<file path="src/rtl/dmem_arb_pkg.sv">
// Shared types and constants for the data-memory arbiter.
// State MERGE is only reachable when DMEM_ARB_RMW_EN is defined.
package dmem_arb_pkg;

    typedef enum logic {
        IDLE  = 1'b0,
        MERGE = 1'b1
    } arb_state_e;

    typedef enum logic {
        M0 = 1'b0,
        M1 = 1'b1
    } master_id_e;

    localparam logic [3:0] WMASK_FULL = 4'hF;
    localparam logic [3:0] WMASK_NONE = 4'h0;

endpackage

</file>
<file path="src/rtl/dmem_byte_merge.sv">
// Combinational byte-lane merge: lanes with mask=1 come from new_word,
// the rest from old_word. Used by the read-modify-write path.
module dmem_byte_merge (
    input  logic [31:0] old_word,
    input  logic [31:0] new_word,
    input  logic [3:0]  mask,
    output logic [31:0] merged
);

    for (genvar i = 0; i < 4; i++) begin : g_lane
        assign merged[8*i +: 8] = mask[i] ? new_word[8*i +: 8] : old_word[8*i +: 8];
    end

endmodule

</file>
<file path="src/rtl/dmem_arbiter.sv">
// Round-robin two-master arbiter in front of the single-port data memory.
// Define DMEM_ARB_RMW_EN to turn partial-word stores into read-modify-write.
module dmem_arbiter
    import dmem_arb_pkg::*;
#(
    parameter int ADDR_WIDTH = 13
) (
    input  logic                  clk,
    input  logic                  rst_n,
    input  logic                  m0_req,
    input  logic                  m0_we,
    input  logic [3:0]            m0_wmask,
    input  logic [ADDR_WIDTH-1:0] m0_addr,
    input  logic [31:0]           m0_wdata,
    output logic                  m0_gnt,
    output logic                  m0_rsp_valid,
    output logic [31:0]           m0_rdata,
    input  logic                  m1_req,
    input  logic                  m1_we,
    input  logic [3:0]            m1_wmask,
    input  logic [ADDR_WIDTH-1:0] m1_addr,
    input  logic [31:0]           m1_wdata,
    output logic                  m1_gnt,
    output logic                  m1_rsp_valid,
    output logic [31:0]           m1_rdata,
    output logic                  mem_we,
    output logic [3:0]            mem_wmask,
    output logic [ADDR_WIDTH-1:0] mem_addr,
    output logic [31:0]           mem_wdata,
    input  logic [31:0]           mem_rdata
);

    arb_state_e            state;
    master_id_e            rr_last;
    master_id_e            owner_p1;
    master_id_e            gnt_id;
    logic                  vld_p1;
    logic                  gnt_any;
    logic                  pick_m1;
    logic                  g_we;
    logic [3:0]            g_wmask;
    logic [ADDR_WIDTH-1:0] g_addr;
    logic [31:0]           g_wdata;

    // Grant is gated by rst_n so nothing is accepted while reset is held.
    always_comb begin
        if (m0_req && m1_req) pick_m1 = (rr_last == M0);
        else                  pick_m1 = m1_req;
        gnt_any = rst_n && (state == IDLE) && (m0_req || m1_req);
        gnt_id  = pick_m1 ? M1 : M0;
        g_we    = pick_m1 ? m1_we    : m0_we;
        g_wmask = pick_m1 ? m1_wmask : m0_wmask;
        g_addr  = pick_m1 ? m1_addr  : m0_addr;
        g_wdata = pick_m1 ? m1_wdata : m0_wdata;
    end

    assign m0_gnt = gnt_any && !pick_m1;
    assign m1_gnt = gnt_any &&  pick_m1;

`ifdef DMEM_ARB_RMW_EN
    logic                  g_partial;
    logic [ADDR_WIDTH-1:0] rmw_addr_p1;
    logic [31:0]           rmw_wdata_p1;
    logic [3:0]            rmw_wmask_p1;
    logic [31:0]           merged_wdata;

    assign g_partial = g_we && (g_wmask != WMASK_FULL) && (g_wmask != WMASK_NONE);

    dmem_byte_merge u_merge (
        .old_word (mem_rdata),
        .new_word (rmw_wdata_p1),
        .mask     (rmw_wmask_p1),
        .merged   (merged_wdata)
    );

    // Grant -> MERGE: hold the partial store while the old word is read
    always_ff @(posedge clk) begin
        if (gnt_any && g_partial) begin
            rmw_addr_p1  <= g_addr;
            rmw_wdata_p1 <= g_wdata;
            rmw_wmask_p1 <= g_wmask;
        end
    end
`endif

    always_comb begin
        mem_we    = 1'b0;
        mem_wmask = WMASK_NONE;
        mem_addr  = '0;
        mem_wdata = '0;
`ifdef DMEM_ARB_RMW_EN
        if (state == MERGE) begin
            mem_we    = 1'b1;
            mem_wmask = WMASK_FULL;
            mem_addr  = rmw_addr_p1;
            mem_wdata = merged_wdata;
        end else if (gnt_any) begin
            mem_addr = g_addr;
            if (g_we && (g_wmask == WMASK_FULL)) begin
                mem_we    = 1'b1;
                mem_wmask = WMASK_FULL;
                mem_wdata = g_wdata;
            end
        end
`else
        if (gnt_any) begin
            mem_addr = g_addr;
            if (g_we && (g_wmask != WMASK_NONE)) begin
                mem_we    = 1'b1;
                mem_wmask = g_wmask;
                mem_wdata = g_wdata;
            end
        end
`endif
    end

    // Grant -> response: owner and valid registered one cycle after the access
    always_ff @(posedge clk or negedge rst_n) begin
        if (!rst_n) begin
            state    <= IDLE;
            rr_last  <= M1;
            vld_p1   <= 1'b0;
            owner_p1 <= M0;
        end else begin
            vld_p1 <= 1'b0;
            case (state)
                IDLE: begin
                    if (gnt_any) begin
                        rr_last  <= gnt_id;
                        owner_p1 <= gnt_id;
`ifdef DMEM_ARB_RMW_EN
                        if (g_partial) state  <= MERGE;
                        else           vld_p1 <= 1'b1;
`else
                        vld_p1 <= 1'b1;
`endif
                    end
                end
                MERGE: begin
                    vld_p1 <= 1'b1;
                    state  <= IDLE;
                end
            endcase
        end
    end

    assign m0_rsp_valid = vld_p1 && (owner_p1 == M0);
    assign m1_rsp_valid = vld_p1 && (owner_p1 == M1);
    assign m0_rdata     = mem_rdata;
    assign m1_rdata     = mem_rdata;

endmodule
</file>
<file path="config.mk">
export PLATFORM = sky130hd
export DESIGN_NAME = dmem_arbiter
export DESIGN_NICKNAME = d
export VERILOG_FILES = /design/src/rtl/dmem_arb_pkg.sv /design/src/rtl/dmem_byte_merge.sv /design/src/rtl/dmem_arbiter.sv
export SDC_FILE = /design/constraint.sdc
export NUM_CORES = 1
export LEC_CHECK = 0
export ABC_AREA = 1
export CAP_MARGIN = 20
export CORE_AREA = 4 4 96 98
export DETAILED_ROUTE_END_ITERATION = 12
export DIE_AREA = 0 0 100 102
export PLACE_DENSITY = 0.86
export SETUP_SLACK_MARGIN = 0.15
export SKIP_LAST_GASP = 1
export SYNTH_ARGS = -nofsm -noshare
export SYNTH_HDL_FRONTEND = slang
export SYNTH_SLANG_ARGS = --single-unit
</file>
<file path="constraint.sdc">
create_clock -name clk -period 2.9 [get_ports clk]
set_input_delay 0.58 -clock clk [delete_from_list [all_inputs] [get_ports clk]]
set_output_delay 0.58 -clock clk [all_outputs]
set_load 0.005 [all_outputs]
</file>
==> qor_table.md <==
| Quantity | This run |
|:---|:---|
| Clock root buffer | sky130_fd_sc_hd__clkbuf_8 |
| Endpoint type of the worst setup path | output port |
| Status | finished, final reports clean |
| Final Wtd Congestion | 0.7713 |
| Mapped Cells | 297 |
| Worst-case clock skew | 0.00005830 ns |
| Ys flop type | sky130_fd_sc_hd__dfrtp_1 |
| Netlist area before placement | 1833 µm² |
| Remaining global-route overflow | 0 |
| Post-Route Hold Slack | 0.4120 ns |
| Peak VDD IR | 98.29 µV |
| Layout overhead on the synthesized area | 88.74% |
| CP max stage cell | sky130_fd_sc_hd__clkdlybuf4s50_1 |
| Critical Path Max Stage Delay | 0.47 ns |
| First-pass DRT Iterations | 4 |
| Total placed cells including tap cells | 503 |
| Die area | 10200 µm² |
| Final-layout fill cell count | 869 |
| Wire length of the first global-routing pass | 11890 µm |
| Post-route DRC violation count | 0 |
| Unrepaired setup endpoints after global routing | yes |
| Port bufs | 157 |
| Static Leakage | 1.786 nW |
| Count of cell types in the netlist | 21 |
| Capture point of the critical path | mem_wdata[29] |
| Hold violation total from the final report | 0 |
| Synthesized netlist net count | 433 |
| Count of vias placed by the detailed router | 2198 |
| Antenna diode count | 0 |
| Worst reg2reg path startpoint | rr_last$_DFFE_PN1P_ |
| Critical Path Stages | 11 |
| Seq cells post-synth | 3 |
| Final setup vio count | 0 |
| Async S/R FF share, synth | 1.000 |
| Maximum number of pins on one net before global-route repair | 33 |
| Ports placed on the boundary | 254 |
| Area contributors post-synth | sky130_fd_sc_hd__buf_4 (26%), sky130_fd_sc_hd__nand2_1 (22%), sky130_fd_sc_hd__nor2_4 (18%) |
| Number of cells on the worst reg-to-reg path | 6 |
| Average wire per standard cell | 15.47 µm |
| Clock tree buffer depth | 2 |
| Clk slew on worst S/H paths | 0.03 ns |
| Series of cell instances along the critical path | clkdlybuf4s50_1 > nand3_1 > nand2_2 > nor2_2 > nand2_4 > nand2_8 > buf_4 > buf_12 > buf_16 > nor2_4 > dlygate4sd2_1 |
| Global Route Usage Sum | 0.1483 |
| Number of warnings issued by yosys | 0 |
| Starting utilization of the core area | 0.2165 |
| Die Width | 100 µm |
| Highest Clock Rate | 0.3703 GHz |
| Final layout net count | 555 |
| Proportion of synthesized chip area in sequential cells | 0.04164 |
| Areal power density over the cells | 218.4 nW/µm² |
| Least-Margin Pin Slew | 0.1747 ns |
| Family of cells with the greatest summed delay on the critical path | buffers and inverters |
| Num CTS Buffers | 3 |
| Number of standard cells in the layout, taps in and fillers out | 526 |
| Total number of placement rows | 34 |
| Startpoint type of the worst setup path | primary input |
| Count of final max-slew check failures | 0 |
| Data arrival at the endpoint of the critical path | 2.12 ns |
| Mean instance size in the synthesized netlist | 6.172 µm² |
| Post-DP HPWL | 6582 µm |
| Critical Path RT | 2.32 ns |
| Floorplan Core Area | 8466 µm² |
| List of most frequent post-synthesis cells | sky130_fd_sc_hd__nand2_1 (109), sky130_fd_sc_hd__buf_4 (64), sky130_fd_sc_hd__inv_1 (40), sky130_fd_sc_hd__nor2_4 (29), sky130_fd_sc_hd__a22o_1 (13) |
| Slack of the worst reg-to-reg path | 1.70 ns |
| Portion of synthesized cell area occupied by the leading cell type | 0.2621 |
| CP Buf/Inv Count | 5 |
| Maximum level of the CTS H-tree | 1 |
| Period Utilization, post-route | 0.9313 |
| Path type of the worst min-delay path | primary input to async pin |
| Initial antenna violation count | 0 |
| Slew Limit Headroom | 0.8823 |
| Critical path origin | m1_wmask[0] |
| Vias in the first global route | 2306 |
| Wire length after detailed routing | 8139 µm |
| Hold_buf cts | 0 |
| Clock tree from TritonCTS | done |
| Library cell occupying the most area in the post-synthesis netlist | sky130_fd_sc_hd__buf_4 |
| Antenna Nets Post-Route | 0 |
| Minimum clock period after layout | 2.701 ns |
| Die Span Y | 102 µm |
| First-iteration detailed-routing DRC count | 33 |
| Clock sink total | 3 |
| Number of enable-type register cells in the synthesized netlist | 0 |
| Worst-Skew Late Latency | 0.21 ns |
| Most instantiated library cell after synthesis | sky130_fd_sc_hd__nand2_1 |
| Fraction of layout instances using a drive strength above 1 | 0.2297 |
| Critical path type | primary input to output port |
| Post-DR vias/cell | 4.179 |
| Crit-path max FO | 6 |
| R2r endpoint | owner_p1$_DFFE_PN0P_ |
| Max capacitance violation total | 0 |
## placed cells by master (no fill, tap or decap), drive strengths merged
master,n
a21boi,1
o21ai,2
nand3,4
inv,41
bufbuf,1
and2,1
a22o,13
clkdlybuf4s50,117
dfrtp,2
dlymetal6s2s,3
clkdlybuf4s15,7
clkbuf,8
nor2,41
dfstp,1
nand2,115
dlygate4sd2,26
buf,35
## worst reg2reg max path, cell delays in order, from the launching register on
cell	delay, ns
sky130_fd_sc_hd__dfstp_2	0.53
sky130_fd_sc_hd__nand2_2	0.07
sky130_fd_sc_hd__nand2_4	0.11
sky130_fd_sc_hd__nor2_2	0.06
sky130_fd_sc_hd__buf_4	0.19
sky130_fd_sc_hd__inv_1	0.08
sky130_fd_sc_hd__nand2_1	0.05
## report_power, final
part | internal [mW] | leakage, nW | switching (mW)
registers | 0.0481 | 0.0349 | 0.00348
logic | 0.346 | 1.73 | 0.237
clock network | 0.0937 | 0.0228 | 0.0269
## metal layers
layer  part of all wire  vias to the layer above  routed length [µm]  global-route usage
li1                   -                     1054                   -                   -
met1               0.29                      967                2346              0.1265
met2               0.55                      163                4456              0.3058
met3               0.15                       14                1203             0.06826
met4              0.016                        0                 133             0.03938
met5                  0                        -                   0                   0
## registers in the layout (all words and copies together) (netlist names)
register  count
rr_last       1
vld_p1        1
owner_p1      1
## through the flow
stage                     cell area (µm²)  TNS (ns)  utilization  setup WS (ns)  total power [mW]
after global placement               3138    -9.004       0.3707        -0.2553            0.5593
after CTS                            3426         0       0.4047        0.09778            0.7547
after detailed placement             3138    -9.159       0.3707        -0.2591            0.5703
after floorplan                      1833         0            -         0.7802            0.3482
after global routing                 3460         0       0.4087         0.1354            0.8104
final                                3460         0       0.4087         0.1994            0.7555
## worst min-delay path by stage
stage                              from              endpoint  slack (ns)
detailed placement  rr_last$_DFFE_PN1P_   rr_last$_DFFE_PN1P_        0.48
floorplan                         rst_n  owner_p1$_DFFE_PN0P_        0.28
global placement    rr_last$_DFFE_PN1P_   rr_last$_DFFE_PN1P_        0.48
CTS                               rst_n  owner_p1$_DFFE_PN0P_        0.41
global route                      rst_n  owner_p1$_DFFE_PN0P_        0.42
finish                            rst_n  owner_p1$_DFFE_PN0P_        0.41
## layout make-up
class | instances | area [µm²] | area share
repair buffers | 193 | 1992 | 0.5758
multi-input cells | 177 | 1052 | 0.3042
inverters | 41 | 158.9 | 0.04593
well taps | 108 | 135.1 | 0.03906
flip-flops and latches | 3 | 76.32 | 0.02206
clock buffers | 4 | 45.04 | 0.01302
## repair_timing
| action | CTS | global route |
|---|---|---|
| endpoints found under the setup margin | 52 | 19 |
| setup buffers | 11 | 3 |
| resized for setup | 62 | 15 |
| pin swaps | 9 | 3 |
| gates cloned | 5 | 0 |
## cells by family after synthesis
kind of cell,count (synthesis),synth area share
compound gates,16,0.07167
buf+inv,118,0.4109
flops,3,0.04164
simple gates,160,0.4758
Power figures use the tool's default switching activity.
